`config.mk`:
```
export PLATFORM = sky130hd
export DESIGN_NAME = idma_rd_burst_gen
export DESIGN_NICKNAME = d
export VERILOG_FILES = /design/src/rtl/idma_pkg.sv /design/src/rtl/idma_burst_flag_fifo.sv /design/src/rtl/idma_rd_burst_gen.sv
export SDC_FILE = /design/constraint.sdc
export NUM_CORES = 1
export LEC_CHECK = 0
export ABC_AREA = 1
export BUFFER_PORTS_ARGS = -buffer_cell sky130_fd_sc_hd__buf_2
export CAP_MARGIN = 20
export CORE_MARGIN = 4
export CORE_UTILIZATION = 35
export CTS_CLUSTER_SIZE = 14
export DETAILED_ROUTE_END_ITERATION = 10
export GPL_TIMING_DRIVEN = 1
export PLACE_DENSITY = 0.66
export SLEW_MARGIN = 40
export SYNTH_ARGS = -nofsm -noshare
export SYNTH_HDL_FRONTEND = slang
export SYNTH_SLANG_ARGS = --single-unit
```
`constraint.sdc`:
```
create_clock -name aclk -period 3.39 [get_ports aclk]
set_clock_uncertainty 0.1 [all_clocks]
set_input_delay 0.678 -clock aclk [delete_from_list [all_inputs] [get_ports aclk]]
set_output_delay 0.678 -clock aclk [all_outputs]
set_load 0.01 [all_outputs]
```
`src/rtl/idma_pkg.sv`:
```
// Shared iDMA constants and the read burst generator FSM encoding.
package idma_pkg;

    localparam logic [1:0] AXI_BURST_INCR = 2'b01;
    localparam logic [2:0] AXI_SIZE_32B   = 3'b101;
    localparam int         BEAT_BYTES     = 32;
    localparam int         BOUNDARY_4K    = 4096;

    typedef enum logic [1:0] {
        ST_IDLE,
        ST_CALC,
        ST_ISSUE,
        ST_DRAIN
    } rd_state_e;

endpackage

```
`src/rtl/idma_burst_flag_fifo.sv`:
```
// Small FIFO of per-burst {first, last} flags with a registered head entry.
module idma_burst_flag_fifo #(
    parameter int DEPTH = 4
) (
    input  logic       aclk,
    input  logic       aresetn,
    input  logic       push,
    input  logic [1:0] push_data,
    input  logic       pop,
    output logic [1:0] head,
    output logic       empty
);

    localparam int AW = (DEPTH > 1) ? $clog2(DEPTH) : 1;

    logic [1:0]    mem_q [2**AW];
    logic [AW:0]   wr_ptr_q, rd_ptr_q, count;
    logic [AW-1:0] wr_idx, rd_nxt_idx;
    logic [1:0]    head_q;
    logic          full, do_push, do_pop;

    assign count      = wr_ptr_q - rd_ptr_q;
    assign empty      = (wr_ptr_q == rd_ptr_q);
    assign full       = (count == (AW+1)'(DEPTH));
    assign do_push    = push & ~full;
    assign do_pop     = pop & ~empty;
    assign wr_idx     = wr_ptr_q[AW-1:0];
    assign rd_nxt_idx = rd_ptr_q[AW-1:0] + AW'(1);
    assign head       = head_q;

    // NOTE: storage is not reset; the pointers alone say which entries are valid.
    always_ff @(posedge aclk) begin
        if (do_push) mem_q[wr_idx] <= push_data;
    end

    // NOTE: sequential state uses non-blocking assignments so every register samples pre-edge values.
    always_ff @(posedge aclk or negedge aresetn) begin
        if (!aresetn) begin
            wr_ptr_q <= '0;
            rd_ptr_q <= '0;
            head_q   <= '0;
        end else begin
            if (do_push) wr_ptr_q <= wr_ptr_q + (AW+1)'(1);
            if (do_pop)  rd_ptr_q <= rd_ptr_q + (AW+1)'(1);
            // Head reads zero whenever the FIFO is empty.
            if (do_pop) begin
                if (count > (AW+1)'(1)) head_q <= mem_q[rd_nxt_idx];
                else if (do_push)       head_q <= push_data;
                else                    head_q <= '0;
            end else if (empty && do_push) begin
                head_q <= push_data;
            end
        end
    end

endmodule

```
`src/rtl/idma_rd_burst_gen.sv`:
```
// iDMA read-side AR burst generator: splits one transfer into INCR bursts and bounds bursts in flight.
// Optional macro IDMA_RD_4K_SPLIT_EN additionally stops every burst at a 4 KB boundary.
module idma_rd_burst_gen
    import idma_pkg::*;
#(
    parameter int AXI_IDW         = 4,
    parameter int AXI_ADDR_WID    = 32,
    parameter int AXI_DATA_WID    = 256,
    parameter int LEN_WID         = 20,
    parameter int MAX_BURST_LEN   = 16,
    parameter int MAX_OUTSTANDING = 4
) (
    input  logic                    aclk,
    input  logic                    aresetn,
    input  logic                    cmd_valid,
    output logic                    cmd_ready,
    input  logic [AXI_ADDR_WID-1:0] cmd_src_addr,
    input  logic [LEN_WID-1:0]      cmd_byte_len,
    input  logic [AXI_IDW-1:0]      cmd_id,
    output logic                    o_arvalid,
    input  logic                    i_arready,
    output logic [AXI_ADDR_WID-1:0] o_araddr,
    output logic [7:0]              o_arlen,
    output logic [2:0]              o_arsize,
    output logic [1:0]              o_arburst,
    output logic [AXI_IDW-1:0]      o_arid,
    input  logic                    axi_burst_rdata_ok,
    output logic [5:0]              strb_first_beat_num,
    output logic [5:0]              strb_last_beat_num,
    output logic                    dma_trans_first_burst,
    output logic                    dma_trans_last_burst,
    output logic                    busy,
    output logic                    done
);

    localparam int OFF_W  = $clog2(AXI_DATA_WID / 8);
    localparam int OUT_W  = $clog2(MAX_OUTSTANDING + 1);
    localparam int BL_W   = LEN_WID - OFF_W + 2;
    localparam int BEAT_W = 9;

    rd_state_e               state_q, state_d;
    logic [AXI_ADDR_WID-1:0] cmd_addr_q, cur_addr_q;
    logic [LEN_WID-1:0]      cmd_len_q;
    logic [AXI_IDW-1:0]      arid_q;
    logic [BL_W-1:0]         beats_left_q, beats_calc;
    logic [LEN_WID:0]        span;
    logic [OFF_W-1:0]        end_off;
    logic [5:0]              strb_first_q, strb_last_q;
    logic [OUT_W-1:0]        outstanding_q, outstanding_d;
    logic [BEAT_W-1:0]       burst_beats;
    logic                    first_q, ready_q, done_q;
    logic                    cmd_hs, ar_hs, pop_ok, is_last, issuing, fifo_empty;

    assign span       = {1'b0, cmd_len_q} + (LEN_WID+1)'(cmd_addr_q[OFF_W-1:0])
                      + (LEN_WID+1)'(BEAT_BYTES - 1);
    assign beats_calc = BL_W'(span >> OFF_W);
    assign end_off    = cmd_addr_q[OFF_W-1:0] + cmd_len_q[OFF_W-1:0];

    // NOTE: every always_comb output gets a default first so no path can infer a latch.
    always_comb begin
        burst_beats = BEAT_W'(MAX_BURST_LEN);
        if (beats_left_q < BL_W'(MAX_BURST_LEN)) burst_beats = BEAT_W'(beats_left_q);
`ifdef IDMA_RD_4K_SPLIT_EN
        begin : room_limit
            logic [12:0] room_4k;
            room_4k = 13'(BOUNDARY_4K) - {1'b0, cur_addr_q[11:0]};
            if (BEAT_W'(room_4k >> OFF_W) < burst_beats) burst_beats = BEAT_W'(room_4k >> OFF_W);
        end
`endif
    end

    assign issuing   = (state_q == ST_ISSUE);
    assign o_arvalid = issuing && (outstanding_q != OUT_W'(MAX_OUTSTANDING));
    assign ar_hs     = o_arvalid & i_arready;
    assign cmd_hs    = cmd_valid & ready_q;
    assign pop_ok    = axi_burst_rdata_ok & ~fifo_empty;
    assign is_last   = (beats_left_q == BL_W'(burst_beats));
    assign outstanding_d = outstanding_q + OUT_W'(ar_hs) - OUT_W'(pop_ok);

    always_comb begin
        state_d = state_q;
        case (state_q)
            ST_IDLE:  if (cmd_hs) state_d = ST_CALC;
            ST_CALC:  state_d = (cmd_len_q == '0) ? ST_IDLE : ST_ISSUE;
            ST_ISSUE: if (ar_hs && is_last) state_d = ST_DRAIN;
            ST_DRAIN: if (outstanding_d == '0) state_d = ST_IDLE;
            default:  state_d = ST_IDLE;
        endcase
    end

    always_ff @(posedge aclk or negedge aresetn) begin
        if (!aresetn) state_q <= ST_IDLE;
        else          state_q <= state_d;
    end

    always_ff @(posedge aclk or negedge aresetn) begin
        if (!aresetn) begin
            ready_q       <= 1'b0;
            done_q        <= 1'b0;
            outstanding_q <= '0;
            cmd_addr_q    <= '0;
            cmd_len_q     <= '0;
            arid_q        <= '0;
            cur_addr_q    <= '0;
            beats_left_q  <= '0;
            strb_first_q  <= '0;
            strb_last_q   <= '0;
            first_q       <= 1'b0;
        end else begin
            ready_q       <= (state_d == ST_IDLE);
            done_q        <= (state_q != ST_IDLE) && (state_d == ST_IDLE);
            outstanding_q <= outstanding_d;
            if (state_q == ST_IDLE && cmd_hs) begin
                cmd_addr_q <= cmd_src_addr;
                cmd_len_q  <= cmd_byte_len;
                arid_q     <= cmd_id;
            end
            if (state_q == ST_CALC) begin
                beats_left_q <= beats_calc;
                strb_first_q <= 6'(cmd_addr_q[OFF_W-1:0]);
                strb_last_q  <= 6'(end_off);
                cur_addr_q   <= {cmd_addr_q[AXI_ADDR_WID-1:OFF_W], {OFF_W{1'b0}}};
                first_q      <= 1'b1;
            end else if (ar_hs) begin
                cur_addr_q   <= cur_addr_q + (AXI_ADDR_WID'(burst_beats) << OFF_W);
                beats_left_q <= beats_left_q - BL_W'(burst_beats);
                first_q      <= 1'b0;
            end
        end
    end

    idma_burst_flag_fifo #(
        .DEPTH (MAX_OUTSTANDING)
    ) u_flag_fifo (
        .aclk      (aclk),
        .aresetn   (aresetn),
        .push      (ar_hs),
        .push_data ({first_q, is_last}),
        .pop       (axi_burst_rdata_ok),
        .head      ({dma_trans_first_burst, dma_trans_last_burst}),
        .empty     (fifo_empty)
    );

    // AR payload reads zero outside ISSUE so nothing stale leaks out after reset or between commands.
    assign o_araddr  = issuing ? cur_addr_q : '0;
    assign o_arlen   = issuing ? 8'(burst_beats - BEAT_W'(1)) : 8'd0;
    assign o_arsize  = issuing ? AXI_SIZE_32B : 3'b000;
    assign o_arburst = issuing ? AXI_BURST_INCR : 2'b00;
    assign o_arid    = issuing ? arid_q : '0;

    assign cmd_ready           = ready_q;
    assign busy                = (state_q != ST_IDLE);
    assign done                = done_q;
    assign strb_first_beat_num = strb_first_q;
    assign strb_last_beat_num  = strb_last_q;

endmodule

```
## After elaboration in Yosys (flattened, before gate mapping)

Memories as Yosys holds them, arrays and structs flattened.
Cells that the tools add are included.
W data, S select, Z words.

| storage, ports and cells | value |
|---|---|
| register bits after elaboration | 131 |
| RAM bits | 8 |
| logic and storage cells | 78 |
| output and inout port bits | 67 |
| memories | 1 |

Memory list:

| memory | words | bits a word | rd ports | clocked after Yosys merged registers in | write ports | line | text |
|---|---|---|---|---|---|---|---|
| u_flag_fifo.mem_q | 4 | 2 | 1 | 0 | 1 | idma_burst_flag_fifo.sv:16 | `logic [1:0] mem_q [2**AW];` |

| operators by class | value |
|---|---|
| multiplexer cells | 23 |
| magnitude comparators | 2 |
| equal/unequal tests | 7 |
| $add $sub $neg | 12 |
| reductions and logical operators | 12 |
| bitwise logic cells | 6 |

Operators with widths:

| operator | count |
|---|---|
| $mux W32 | 3 |
| $mux W17 | 2 |
| $add A32 B14 Y32 | 1 |
| $add A20 B5 Y21 | 1 |
| $add A21 B5 Y21 const B | 1 |
| $logic_not A20 Y1 | 1 |
| $eq A17 B9 Y1 | 1 |
| $lt A17 B5 Y1 const B | 1 |
| $sub A17 B9 Y17 | 1 |
| $mux W2 | 8 |
| $mux W9 | 1 |
| $mux W8 | 1 |
| $pmux W2 S4 | 1 |
| $sub A8 B1 Y8 const B | 1 |
| $add A3 B1 Y3 const B | 2 |
| $reduce_bool A2 Y1 | 3 |
| $add A5 B5 Y5 | 1 |
| $logic_and A1 B1 Y1 | 5 |
| $mux W1 | 5 |
| $and A1 B1 Y1 | 4 |
| $eq A2 B2 Y1 const B | 2 |
| $logic_not A2 Y1 | 2 |
| $mux W4 | 1 |
| $add A3 B1 Y3 | 1 |
| 11 further kinds | 12 |

## Longest topological paths before layout

| depth | value |
|---|---|
| depth in word-level cells | 10 |
| gate-level depth with buffers | 21 |
| mapped depth without buffers | 20 |

## Modules after synthesis

Synthesis repeated with hierarchy kept, for this count alone.

| unflattened totals | value |
|---|---|
| cell total of the unflattened synthesis | 1070 |
| area, all modules | 8150.3 um2 |

Modules (own cells, without submodules):

| module | area an instance (um2) | instances | cells an instance | seq. area each (um2) |
|---|---|---|---|---|
| idma_rd_burst_gen | 7230.7 | 1 | 969 | 2952.8 |
| idma_burst_flag_fifo | 919.6 | 1 | 101 | 440.4 |

## Worst setup path after synthesis

OpenSTA, ideal clock, no wires.

| path | value |
|---|---|
| kind | register -> register |
| from | register beats_left_q[6] |
| to | register cur_addr_q[31] |
| setup time | 0.124 ns |
| cell stages (with the launch flop) | 22 |
| data required time | 3.166 ns |
| data arrival time | 2.545 ns |
| path buffers | 1 |
| setup slack | 0.621 ns |
| cells stage by stage | dfrtp_1 > nor2_2 > nand2_1 > nor2_2 > nand2_2 > buf_6 > nor2_1 > ha_1 > inv_1 > fa_1 > inv_1 > nand3_1 > nand2_1 > a21oi_2 > o21ai_2 > nand2_1 > nand2_1 > nand2_1 > nand2_1 > nand2_1 > nand2_1 > nand3_1 |

| on the way | value |
|---|---|
| longest elaborated chain between the ends | 5 |

Ends and longest elaborated chain:

| what | line | text |
|---|---|---|
| start, declared | idma_rd_burst_gen.sv:45 | `logic [BL_W-1:0] beats_left_q, beats_calc;` |
| start signal, assigned | idma_rd_burst_gen.sv:119 | `beats_left_q <= beats_calc;` |
| start signal, assigned | idma_rd_burst_gen.sv:126 | `beats_left_q <= beats_left_q - BL_W'(burst_beats);` |
| $lt A17 B5 Y1 | idma_rd_burst_gen.sv:62 | `if (beats_left_q < BL_W'(MAX_BURST_LEN)) burst_beats = BEAT_W'(beats_left_q);` |
| $mux W9 (*) | idma_rd_burst_gen.sv:62 |  |
| $add A32 B14 Y32 (*) | idma_rd_burst_gen.sv:125 | `cur_addr_q <= cur_addr_q + (AXI_ADDR_WID'(burst_beats) << OFF_W);` |
| $mux W32 (*) | idma_rd_burst_gen.sv:124 | `end else if (ar_hs) begin` |
| $mux W32 (*) | idma_rd_burst_gen.sv:118 | `if (state_q == ST_CALC) begin` |
| end signal, assigned | idma_rd_burst_gen.sv:122 | `cur_addr_q <= {cmd_addr_q[AXI_ADDR_WID-1:OFF_W], {OFF_W{1'b0}}};` |
| end signal, assigned | idma_rd_burst_gen.sv:125 |  |
| end, declared | idma_rd_burst_gen.sv:42 | `logic [AXI_ADDR_WID-1:0] cmd_addr_q, cur_addr_q;` |

Mark *: on every way between the ends. The rest lies on a longest branch, timed or not. The select of a mux whose other input is x is not followed.
A chain may end at the register's enable or synchronous reset.

## Worst setup path after layout

| path | value |
|---|---|
| from | register beats_left_q[9] |
| to | output port o_arlen[2] |

| on the way | value |
|---|---|
| longest elaborated chain between the ends | 4 |

Ends and longest elaborated chain:

| what | line | text |
|---|---|---|
| $lt A17 B5 Y1 | idma_rd_burst_gen.sv:62 |  |
| $mux W9 | idma_rd_burst_gen.sv:62 |  |
| $sub A8 B1 Y8 | idma_rd_burst_gen.sv:146 | `assign o_arlen = issuing ? 8'(burst_beats - BEAT_W'(1)) : 8'd0;` |
| $mux W8 | idma_rd_burst_gen.sv:146 |  |
| end, declared | idma_rd_burst_gen.sv:23 | `output logic [7:0] o_arlen,` |

Every way passes these cells.

==> impl_summary.md <==
Place
The congestion estimate from routability-driven global placement came to 0.883. The number of I/O port buffers is 118. The detailed placer's ending HPWL is 15100 microns. In this run, placement finished with an instance count of 1370.

Floorplan
Row generation in the floorplan step produced 54 rows. The core region is 22000 sq um. The die covers 25100 sq um. During I/O placement, the number of pins put on the boundary was 128. The overall die height is 158 microns.

For this configuration, the core starts out at a cell density of 35.9%. The chip width is 158 microns.

Synth
The synthesized design devotes to its leading area cell type 39.8% of total area. Counting distinct cell types in the post-synthesis netlist gives 45. The post-synthesis xor/xnor area fraction is 2.32%. Of the total synthesized cell area, the portion taken by full adders, half adders and majority gates is 6.39%.

Dividing the synthesized area by the synthesized cell count gives 7.99 sq um. The sequential-to-total area share from yosys stat is 42.9%. The area of the mapped netlist is 7910 sq um. After synthesis, the largest family of logic cells by area is simple AND/OR/NAND/NOR gates. Yosys mapped a number of flops with a built-in enable equal to 8. For this run, the number of Yosys warnings is 0. After technology mapping, the gate count stands at 990. The library cell occupying the most area in the post-synthesis netlist is sky130_fd_sc_hd__dfrtp_1. The portion of netlist area occupied by mux cells is 4.70%. The number of register bits inferred by synthesis is 134. The async set-reset flop share out of synthesis is 94.0%. For this run, the leading register cell type out of synthesis is sky130_fd_sc_hd__dfrtp_1. The synthesized netlist devotes 11.0% of its cell area to compound gates. After Yosys synthesis, and, or, nand and nor cells account for 23.4% of the synthesized area. After synthesis, the cell types taking the most area are sky130_fd_sc_hd__dfrtp_1 40%, sky130_fd_sc_hd__nand2_1 10%, sky130_fd_sc_hd__inv_1 6.4%.

CTS
The count of clock tree sinks is 134. The cell at the root of the clock tree is sky130_fd_sc_hd__clkbuf_16. The number of hold buffers added after CTS was 0. The H-tree generated during clock tree synthesis spans 4 levels. No sink is reached through more buffers than the 2 on the longest clock path.

The clock transition at the registers of the reported paths is 0.06 ns. TritonCTS built the clock tree. The number of buffers created by CTS is 17. At the later pin of the worst-skew pair, clock insertion delay measures 0.42 ns.

GRT
After global routing the overflow that remains totals 0. The most utilized layer in the global route result is met2. The number of antenna violations at the first check in global routing was 3. The global-route wire length before repair is 34100 microns. Global routing used 17.1% of the available tracks. For this run, global-route usage on met3 was measured as 3.37%. The number of global-route vias before repair came to 6787.

Global routing used 22.6% of the available met1 tracks. The maximum number of pins on one net before global-route repair is 82. The met2 layer usage reported by global route is 27.9%.

STA
Setup violations remaining at the end of the flow were counted as 0. The aggregate negative setup slack is 0 ns. The final number of hold-violating endpoints is 0. The final critical-path share of the clock period is 93.7%. The post-route minimum period is 3.18 ns. Measured against its own limit, the worst slew margin works out to 54.7%. The final number of max-transition violations came to 0. Setup repair after global routing left no endpoint under its margin. The slew of the pin with the lowest slew margin is 0.680 ns. Timing would allow up to 315 MHz.

Critical path
The end of the worst register-to-register path is cur_addr_q[25]$_DFFE_PN0P_. By startpoint and endpoint, the worst setup path is classified as reg -> out. For the worst setup path, the data required time is 2.61 ns. The worst register-to-register path begins at beats_left_q[9]$_DFFE_PN0P_. Data on the critical path arrives at its endpoint at 2.40 ns. The worst register-to-register path has a depth of 18.

STA classifies the critical path startpoint as a flip-flop. The endpoint type of the worst setup path is an output pin. For flop-to-flop paths, the worst setup slack is 0.28 ns. Of all nets on the critical path, the largest fanout is 12.

Final layout
Cells with a size suffix above 1 make up 19.7% of the layout. The most common cell after layout, fill and taps aside is sky130_fd_sc_hd__nand2_1. The number of antenna repair diodes is 0.

The finished layout holds 1403 standard cells, fillers aside. The top cell types in the final layout, fill and taps aside, are 213 x sky130_fd_sc_hd__nand2_1, 135 x sky130_fd_sc_hd__inv_1, 126 x sky130_fd_sc_hd__dfrtp_1. From synthesis to final layout, the design area changed by 19.0%.

The final layout contains 1209 nets.

Route
The detailed-router iteration count before antenna repair is 7. After detailed routing, the average wire length per cell comes to 14.8 microns. The total DRC errors in the routed layout is 0. The residual antenna-violating net count after detailed routing is 0. The violation count after the first detailed-route iteration is 454. Across all layers, the routed design uses 6840 vias. The detailed-route vias per instance is 4.88.

Summed over all layers, the routed wires come to 20700 microns.

Power
The static leakage is 4.84 nW. The power per standard cell area is 637 nW/um^2. The worst-case IR drop observed on VDD is 377 uV.

Outcome
The flow ran to the end, and the final reports show no timing, DRC or antenna violations.

Worst hold path
The path category of the worst min-delay check is in -> async.

Job
Max-cap violations in this run came to 0.
==> through the flow <==
| step | power, mW | setup slack, ns | utilization (%) | area [sq um] | hold WS (ns) |
|---|---|---|---|---|---|
| final | 6.00 | 0.214 | 42.8 | 9420 | 0.191 |
| after detailed placement | 4.06 | 0.350 | 39.9 | 8790 | 0.374 |
| after CTS | 6.03 | 0.203 | 42.7 | 9400 | 0.212 |
| after floorplan | 3.46 | 0.621 | - | 7960 | 0.282 |
| after global placement | 4.01 | 0.443 | 39.9 | 8780 | 0.358 |
| after global routing | 6.42 | 0.00258 | 42.8 | 9420 | 0.249 |
==> power breakdown <==
part           internal, mW  switching (mW)  leakage [nW]
combinational         0.724            1.23          2.92
clock                  1.23           0.713         0.289
sequential             1.88           0.221          1.63
total                  3.83            2.16          4.84
==> kinds of logic after synthesis <==
family	count (synthesis)
muxes	33
AOI/OAI and AO/OA	147
xor gates and xnor gates	21
other	2
DFF	134
and+or+nand+nor	438
buffers and inverters	177
adders and majority gates	38
==> worst max-delay path by stage <==
stage                                 start                    endpoint  depth (start not counted)
6_report        beats_left_q[9]$_DFFE_PN0P_                  o_arlen[2]                         10
5_1_grt        beats_left_q[12]$_DFFE_PN0P_  cur_addr_q[31]$_DFFE_PN0P_                         20
4_1_cts         beats_left_q[8]$_DFFE_PN0P_                  o_arlen[2]                         10
3_5_place_dp    beats_left_q[8]$_DFFE_PN0P_  cur_addr_q[21]$_DFFE_PN0P_                         18
3_3_place_gp    beats_left_q[6]$_DFFE_PN0P_  cur_addr_q[25]$_DFFE_PN0P_                         18
2_1_floorplan   beats_left_q[6]$_DFFE_PN0P_  cur_addr_q[31]$_DFFE_PN0P_                         21
==> synth_stat cells, types with 2 or more instances <==
| cell | number |
|---|---|
| sky130_fd_sc_hd__xnor2_1 | 4 |
| sky130_fd_sc_hd__fa_1 | 4 |
| sky130_fd_sc_hd__nand2_1 | 213 |
| sky130_fd_sc_hd__nor2_2 | 6 |
| sky130_fd_sc_hd__a21oi_1 | 48 |
| sky130_fd_sc_hd__buf_1 | 2 |
| sky130_fd_sc_hd__a21oi_2 | 4 |
| sky130_fd_sc_hd__inv_2 | 2 |
| sky130_fd_sc_hd__a31oi_1 | 8 |
| sky130_fd_sc_hd__nand2_2 | 4 |
| sky130_fd_sc_hd__o21ai_2 | 6 |
| sky130_fd_sc_hd__conb_1 | 2 |
| sky130_fd_sc_hd__o221ai_1 | 9 |
| sky130_fd_sc_hd__edfxtp_1 | 8 |
| sky130_fd_sc_hd__o22ai_1 | 5 |
| sky130_fd_sc_hd__clkbuf_1 | 14 |
| sky130_fd_sc_hd__o21ai_0 | 46 |
| sky130_fd_sc_hd__nand4_1 | 13 |
| sky130_fd_sc_hd__o211ai_1 | 7 |
| sky130_fd_sc_hd__buf_4 | 12 |
| sky130_fd_sc_hd__ha_1 | 34 |
| sky130_fd_sc_hd__o21bai_1 | 5 |
| sky130_fd_sc_hd__nor3_1 | 6 |
| sky130_fd_sc_hd__o21ai_1 | 3 |
| sky130_fd_sc_hd__inv_1 | 135 |
| sky130_fd_sc_hd__xor2_1 | 17 |
| sky130_fd_sc_hd__o32ai_1 | 2 |
| sky130_fd_sc_hd__nand3b_1 | 3 |
| sky130_fd_sc_hd__nor4_1 | 9 |
| sky130_fd_sc_hd__dfrtp_1 | 126 |
| sky130_fd_sc_hd__buf_2 | 11 |
| sky130_fd_sc_hd__nor2_1 | 120 |
| sky130_fd_sc_hd__mux2_2 | 33 |
| sky130_fd_sc_hd__or2_2 | 2 |
| sky130_fd_sc_hd__nand3_1 | 57 |
==> worst max-delay path, cell delays in order (launching register included) <==
cell and delay (ns):
sky130_fd_sc_hd__dfrtp_1 0.43, sky130_fd_sc_hd__nor2_1 0.12, sky130_fd_sc_hd__nand2_1 0.09, sky130_fd_sc_hd__nor2_1 0.18, sky130_fd_sc_hd__nand2_4 0.15, sky130_fd_sc_hd__nor2_1 0.17, sky130_fd_sc_hd__inv_1 0.11, sky130_fd_sc_hd__ha_1 0.23
sky130_fd_sc_hd__o21ai_0 0.19, sky130_fd_sc_hd__a21oi_1 0.14, sky130_fd_sc_hd__buf_2 0.17
==> timing repair <==
action,in CTS,in global routing
setup buffers,0,1
gates resized for setup,0,2
endpoints found under the setup margin,0,5
==> per-layer routing <==
layer	routed length [microns]	part of all wire (%)	vias to the layer above
met5	34	0.16	-
met4	408	2.0	6
met3	833	4.0	32
met2	9910	48	152
met1	9560	46	3219
li1	-	-	3431
==> cell type report <==
cell class                 instances  area [sq um]
clock buffer                      19           433
clock inverter                    13           183
fill                            2216         12600
inverter                         137           514
multi-input combinational        692          3860
sequential                       134          3390
tap                              280           350
timing repair buffer             128           684
==> flip-flops by register name, indices dropped and copies added (netlist names) <==
signal and flops:
cmd_addr_q 32, cur_addr_q 27, cmd_len_q 20, beats_left_q 17, u_flag_fifo.mem_q 8, strb_first_beat_num 5
strb_last_beat_num 5, arid_q 4, outstanding_q 3, u_flag_fifo.rd_ptr_q 3, u_flag_fifo.wr_ptr_q 3, state_q 2
u_flag_fifo.head 2, cmd_ready 1, done 1, first_q 1
(Power assumes the default switching activity.)
